File: config.mk
export PLATFORM = sky130hd
export DESIGN_NAME = fifo_wr_arb
export DESIGN_NICKNAME = d
export VERILOG_FILES = /design/src/rtl/fifo_wr_arb.sv
export SDC_FILE = /design/constraint.sdc
export NUM_CORES = 1
export LEC_CHECK = 0
export BUFFER_PORTS_ARGS = -buffer_cell sky130_fd_sc_hd__buf_2
export CAP_MARGIN = 20
export CORE_MARGIN = 3
export CORE_UTILIZATION = 43
export DETAILED_ROUTE_END_ITERATION = 10
export PLACE_DENSITY = 0.78
export SYNTH_ARGS = -nofsm -noshare
export SYNTH_HDL_FRONTEND = slang
export SYNTH_SLANG_ARGS = --single-unit
File: constraint.sdc
create_clock -name clk -period 1.8 [get_ports clk]
set_input_delay 0.09 -clock clk [delete_from_list [all_inputs] [get_ports clk]]
set_output_delay 0.09 -clock clk [all_outputs]
set_load 0.02 [all_outputs]
File: src/rtl/fifo_wr_arb.sv
// Round-robin write arbiter: grants one requester at a time a burst of up to
// MAX_BURST words into a downstream synchronous FIFO, honouring fifo_full.
module fifo_wr_arb #(
    parameter int NUM_REQ    = 4,
    parameter int DATA_WIDTH = 8,
    parameter int MAX_BURST  = 4
) (
    input  logic                          clk,
    input  logic                          rst,
    input  logic [NUM_REQ-1:0]            req_valid,
    input  logic [NUM_REQ*DATA_WIDTH-1:0] req_data,
    output logic [NUM_REQ-1:0]            req_ready,
    input  logic                          fifo_full,
    output logic                          fifo_wr_en,
    output logic [DATA_WIDTH-1:0]         fifo_din,
    output logic [NUM_REQ-1:0]            grant,
    output logic                          busy
);

    localparam int IDX_W = (NUM_REQ > 1) ? $clog2(NUM_REQ) : 1;
    localparam int CNT_W = $clog2(MAX_BURST) + 1;

    typedef enum logic {
        IDLE,
        GRANT
    } state_t;

    state_t             state;
    logic [IDX_W-1:0]   gidx;
    logic [IDX_W-1:0]   last_grant;
    logic [CNT_W-1:0]   beat_cnt;
    logic [IDX_W-1:0]   sel_idx;
    logic               sel_found;
    logic [IDX_W-1:0]   cand_idx;
    int                 cand;

    // Rotating priority scan starting just above the last served requester.
    always_comb begin
        sel_found = 1'b0;
        sel_idx   = '0;
        cand      = 0;
        cand_idx  = '0;
        for (int k = 0; k < NUM_REQ; k++) begin
            cand     = (int'(last_grant) + 1 + k) % NUM_REQ;
            cand_idx = IDX_W'(cand);
            if (!sel_found && req_valid[cand_idx]) begin
                sel_found = 1'b1;
                sel_idx   = cand_idx;
            end
        end
    end

    always_comb begin
        req_ready  = '0;
        fifo_wr_en = 1'b0;
        fifo_din   = '0;
        if (state == GRANT) begin
            req_ready  = fifo_full ? '0 : (NUM_REQ'(1) << gidx);
            fifo_wr_en = req_valid[gidx] && !fifo_full;
            fifo_din   = req_data[int'(gidx)*DATA_WIDTH +: DATA_WIDTH];
        end
    end

    always_ff @(posedge clk) begin
        if (rst) begin
            state      <= IDLE;
            grant      <= '0;
            busy       <= 1'b0;
            beat_cnt   <= '0;
            gidx       <= '0;
            last_grant <= IDX_W'(NUM_REQ - 1);
        end else begin
            case (state)
                IDLE: begin
                    if (sel_found) begin
                        state    <= GRANT;
                        grant    <= NUM_REQ'(1) << sel_idx;
                        busy     <= 1'b1;
                        beat_cnt <= '0;
                        gidx     <= sel_idx;
                    end else begin
                        grant <= '0;
                        busy  <= 1'b0;
                    end
                end
                GRANT: begin
                    // A requester that withdraws gives up the rest of its burst.
                    if (!req_valid[gidx] ||
                        (fifo_wr_en && beat_cnt == CNT_W'(MAX_BURST - 1))) begin
                        state      <= IDLE;
                        grant      <= '0;
                        busy       <= 1'b0;
                        beat_cnt   <= '0;
                        last_grant <= gidx;
                    end else if (fifo_wr_en) begin
                        beat_cnt <= beat_cnt + CNT_W'(1);
                    end
                end
                default: begin
                    state <= IDLE;
                    grant <= '0;
                    busy  <= 1'b0;
                end
            endcase
        end
    end

endmodule
# --- Word-level counts from Yosys, hierarchy flattened ---
# Cells that the tools add are included.
word_totals:
  elab_cells: 72
  in_bits: 39
  ff_bits: 13
  out_inout_bits: 18
classes:
  n_mux: 34
  addsub: 5
  reduce_logical: 14
  n_eq_ne: 4
  n_bitwise: 1
  order_cmp: 5
  shift: 3
ops:
  columns: ["operator", "count"]
  rows:
  - ["$shiftx A32 B6 Y8", 1]
  - ["$mux W4", 4]
  - ["$lt A2 B3 Y1 const B", 5]
  - ["$mux W1", 13]
  - ["$bmux W1 S2", 5]
  - ["$mux W3", 3]
  - ["$mux W2", 4]
  - ["$mux W8", 1]
  - ["$pmux W4 S2", 1]
  - ["$shl A1 B2 Y4 const A", 2]
  - ["$add A2 B2 Y2 const B", 3]
  - ["$pmux W3 S2", 1]
  - ["$reduce_and A2 Y1", 3]
  - ["$logic_and A1 B1 Y1", 5]
  - ["$logic_not A1 Y1", 5]
  - ["$pmux W1 S2", 2]
  - ["$add A3 B1 Y3 const B", 1]
  - ["$eq A3 B2 Y1 const B", 1]
  - ["$ne A3 B2 Y1 const B", 1]
  - ["$add A2 B1 Y2 const B", 1]
  - ["$ne A2 B1 Y1 const B", 1]
  - ["$ne A2 B2 Y1 const B", 1]
  - ["$logic_or A1 B1 Y1", 1]
  - ["$not A1 Y1", 1]

# --- Logic depth before layout (Yosys ltp) ---
logic_depth:
  ltp_word: 16
  mapped_depth: 7

# --- Least setup slack after synthesis ---
# OpenSTA, ideal clock, no wires.
synth_timing:
  kind: "register to register"
  from: "reg gidx[1]"
  to: "reg grant[0]"
  path_buffers: 2
  stages_incl_launch_ff: 6
  path_slack_ns: 0.200
  arrival_ns: 1.483
  setup_time_ns: 0.117
  path_cell_list: "dfxtp_1 buf_6 mux4_2 and4b_1 buf_6 a32o_1"
synth_between:
  elab_chain_cells: 7
  elab_cells_between_ends: 8
  classes_between: "eq/ne: 1; mux: 3; reduce/logical: 4"
synth_lines:
  columns: ["element", "line", "text"]
  rows:
  - ["from (decl)", "29", "logic [IDX_W-1:0] gidx;"]
  - ["from (signal assigned)", "80", "gidx <= sel_idx;"]
  - ["$bmux W1 S2 (*)", "59, 88", null]
  - ["$mux W1 (not written as such) (*)", "59, 88", null]
  - ["$logic_and A1 B1 Y1", "59", "fifo_wr_en = req_valid[gidx] && !fifo_full;"]
  - ["$mux W1", "57", "if (state == GRANT) begin"]
  - ["$logic_and A1 B1 Y1", "89", "(fifo_wr_en && beat_cnt == CNT_W'(MAX_BURST - 1))) begin"]
  - ["$logic_or A1 B1 Y1 (*)", "88", "if (!req_valid[gidx] ||"]
  - ["$ne A2 B1 Y1 (no source line) (*)", null, null]
  - ["to (signal assigned)", "77", "grant <= NUM_REQ'(1) << sel_idx;"]
  - ["to (decl)", "16", "output logic [NUM_REQ-1:0] grant,"]
# Every way passes the cells marked *; elsewhere a longest branch is shown, timed or not. The select of a mux whose other input is x is not followed.
# A chain may end at the register's enable or synchronous reset.

# --- Worst setup path in the final report ---
layout_timing:
  from: "reg gidx[0]"
  to: "out fifo_din[4]"
layout_between:
  elab_chain_cells: 2
layout_lines:
  columns: ["element", "line", "text"]
  rows:
  - ["$shiftx A32 B6 Y8", "60", "fifo_din = req_data[int'(gidx)*DATA_WIDTH +: DATA_WIDTH];"]
  - ["$mux W8", "57", null]
  - ["to (decl)", "15", "output logic [DATA_WIDTH-1:0] fifo_din,"]
# Every way passes these cells.

==> flow_metrics.py <==
metrics = {
    "drt": {
        "drt_wl_total_um": 2720,
        "routed-via-count": 1009,
        "drcViolationCount": 0,
        "postRouteAntennaNets": 0,
        "first_pass_iters": 4,
        "vias_per_cell": 5.61,
        "drtIter0Drc": 17,
        "routedWlPerCell_um": 15.1,
    },
    "synthesis": {
        "syn_inst": 98,
        "yosys_warnings": 0,
        "netlist_area_sq_um": 967,
        "yosys-top-cells-count": "dfxtp_1, and2_1, mux4_2",
        "yosysTopAreaCellShare_pct": 26.9,
        "yosysMostFrequentCell": "dfxtp_1",
        "syn-num-nets": 139,
        "synth.yosys.seq_area_share_pct": 26.9,
        "synth_area_leaders": "dfxtp_1, mux4_2, and2_1",
        "yosysTopAreaCell": "dfxtp_1",
        "synthFlopType": "dfxtp_1",
        "yosysUniqueCellTypes": 32,
        "synth-edff-count": 0,
        "synth_seq_cells": 13,
        "async_flop_share_pct": 0,
        "avgSynthCellArea_sq_um": 9.87,
    },
    "worst_setup_path": {
        "critPathTopFamily": "multiplexers",
        "path_buf_inv": 2,
        "path_class": "flop to output port",
        "slowest_stage": "mux4_2",
        "slowest_delay_ns": 0.51,
        "worstRegToRegCells": 4,
        "crit_chain": "buf_6 -> mux4_2 -> and2_1 -> buf_2",
        "cp-end-kind": "output port",
        "required_ns": 1.71,
        "reg2reg_to": "beat_cnt[2]$_SDFFE_PP0P_",
        "rrSetupSlack_ns": 0.23,
        "cp_max_fo": 9,
        "rr_startpoint": "gidx[1]$_SDFFE_PP0P_",
        "start_kind": "flop",
        "cp.arrival_ns": 1.63,
    },
    "grt": {
        "grt_max_degree": 19,
        "track_usage_pct": 19.6,
        "overflow": 0,
        "antenna_found_initial": 0,
        "grt_pass1_vias": 962,
        "grt_pass1_wl_um": 4100,
    },
    "sta": {
        "fin_tns_setup_ns": 0,
        "skew_ns": 0.0109,
        "setup_viol": 0,
        "layout_min_cycle_time_ns": 1.72,
        "fmax_mhz": 580,
        "hold_viol": 0,
        "rsz0062_at_grt": "no",
        "setup_ws_ns": 0.0757,
        "slew_violations": 0,
        "slew_headroom_pct": 57.1,
        "tightest_slew_ns": 0.638,
        "timing.final.crit_share_pct": 95.8,
    },
    "hold_path": {
        "min_to": "gidx[0]$_SDFFE_PP0P_",
        "hold_path_class": "primary input to flop",
        "hold_path_depth": 2,
        "holdCritStartpoint": "rst",
    },
    "placement": {
        "dp_slack_ns": 0.232,
        "port_buffers": 56,
        "dp_hpwl_um": 2190,
        "gp_congestion": 0.786,
    },
    "power_and_ir_drop": {
        "powerDensity_nw_per_um2": 658,
        "p_leak_nw": 0.612,
        "irDropWorstVdd_v": 0.000572,
    },
    "clock_tree": {
        "cts_tree": "yes",
        "cts.sinks": 13,
        "clk_pin_slew_worst_paths_ns": 0.07,
        "htree_num_levels": 1,
        "cts_inserted_buffers": 3,
        "cts_buffer_depth": 2,
        "insertion_delay_ns": 0.28,
        "cts_setup_buffers": 0,
        "root_buffer": "clkbuf_4",
    },
    "run_status": {
        "outcome": "finished, final reports clean",
    },
    "die": {
        "core-area_sq_um": 2040,
        "dieArea_sq_um": 2850,
        "die_h_um": 53.4,
        "die_x_um": 53.4,
        "io_pins": 57,
        "initial_core_util_pct": 47.4,
        "rows": 16,
    },
    "cells_and_area": {
        "drive_gt1_share_pct": 49.0,
        "area_delta_synth_final_pct": 33.1,
        "n_antenna_cell": 0,
        "final_nets": 195,
    },
    "run": {
        "maxCapViolCount": 0,
    },
}
through the flow:
stage,utilization (%),power [W],cell area (sq um),hold slack [ns],cells
floorplan,-,0.000562,967,0.354,98
global placement,61.5,0.000654,1260,0.399,176
detailed placement,61.5,0.000666,1260,0.412,176
CTS,63.1,0.000851,1290,0.121,180
global route,63.1,0.000901,1290,0.123,180
finish,63.1,0.000848,1290,0.126,180
metal layers:
layer	GRT usage (%)	vias up	wire (um)
met1	20.0	468	1050
met4	5.53	0	12
li1	-	484	-
met3	4.51	2	283
met5	0	-	0
met2	38.4	55	1380
layout by cell type (no fill, tap or decap), types with 3 or more instances in the layout:
cell / n
buf_2: 56
dfxtp_1: 12
and2_1: 10
mux4_2: 9
nand2b_1: 7
inv_1: 5
a21oi_1: 4
o21ai_0: 4
nor2_1: 4
a32o_1: 4
nor3_1: 3
nand2_1: 3
a211oi_1: 3
clkbuf_4: 3
flip-flops by register name (all words and copies together) (netlist names):
register and cells:
busy 1, beat_cnt 3, grant 4, state 1, gidx 2, last_grant 2
area by class of cell:
class	instances	area, sq um
multi-input cells	72	641
clock buffers	4	26.3
well taps	27	33.8
inverters	5	18.8
fillers	187	754
repair buffers	59	307
flip-flops and latches	13	262
worst max-delay path by stage:
stage	end	depth (start not counted)	start
floorplan	grant[0]$_SDFFE_PP0P_	5	gidx[1]$_SDFFE_PP0P_
global placement	grant[3]$_SDFFE_PP0P_	3	gidx[1]$_SDFFE_PP0P_
detailed placement	grant[1]$_SDFFE_PP0P_	3	gidx[1]$_SDFFE_PP0P_
CTS	fifo_din[4]	4	gidx[0]$_SDFFE_PP0P_
global route	fifo_din[4]	4	gidx[0]$_SDFFE_PP0P_
finish	fifo_din[4]	4	gidx[0]$_SDFFE_PP0P_
where the power goes:
| group | internal [W] | switching, W |
|---|---|---|
| logic | 0.000162 | 0.000163 |
| registers | 0.000311 | 0.0000273 |
| clock network | 0.0000859 | 0.0000978 |
| total | 0.000559 | 0.000288 |
cells by family (layout without fill, tap and decap cells):
kind of cell,Yosys count,after routing,synth area share [%]
fa+ha+maj,2,2,2.59
mux,10,10,22.1
simple gates,36,36,22.6
flops,13,13,26.9
buf+inv,13,68,6.86
compound gates,24,24,18.9
what timing repair did:
item                                    4_1_cts  5_1_grt
gates resized for setup                       2        0
hold buffers                                  0        0
endpoints found under the setup margin        8        0
No activity file was read; power rests on OpenSTA's default activity.
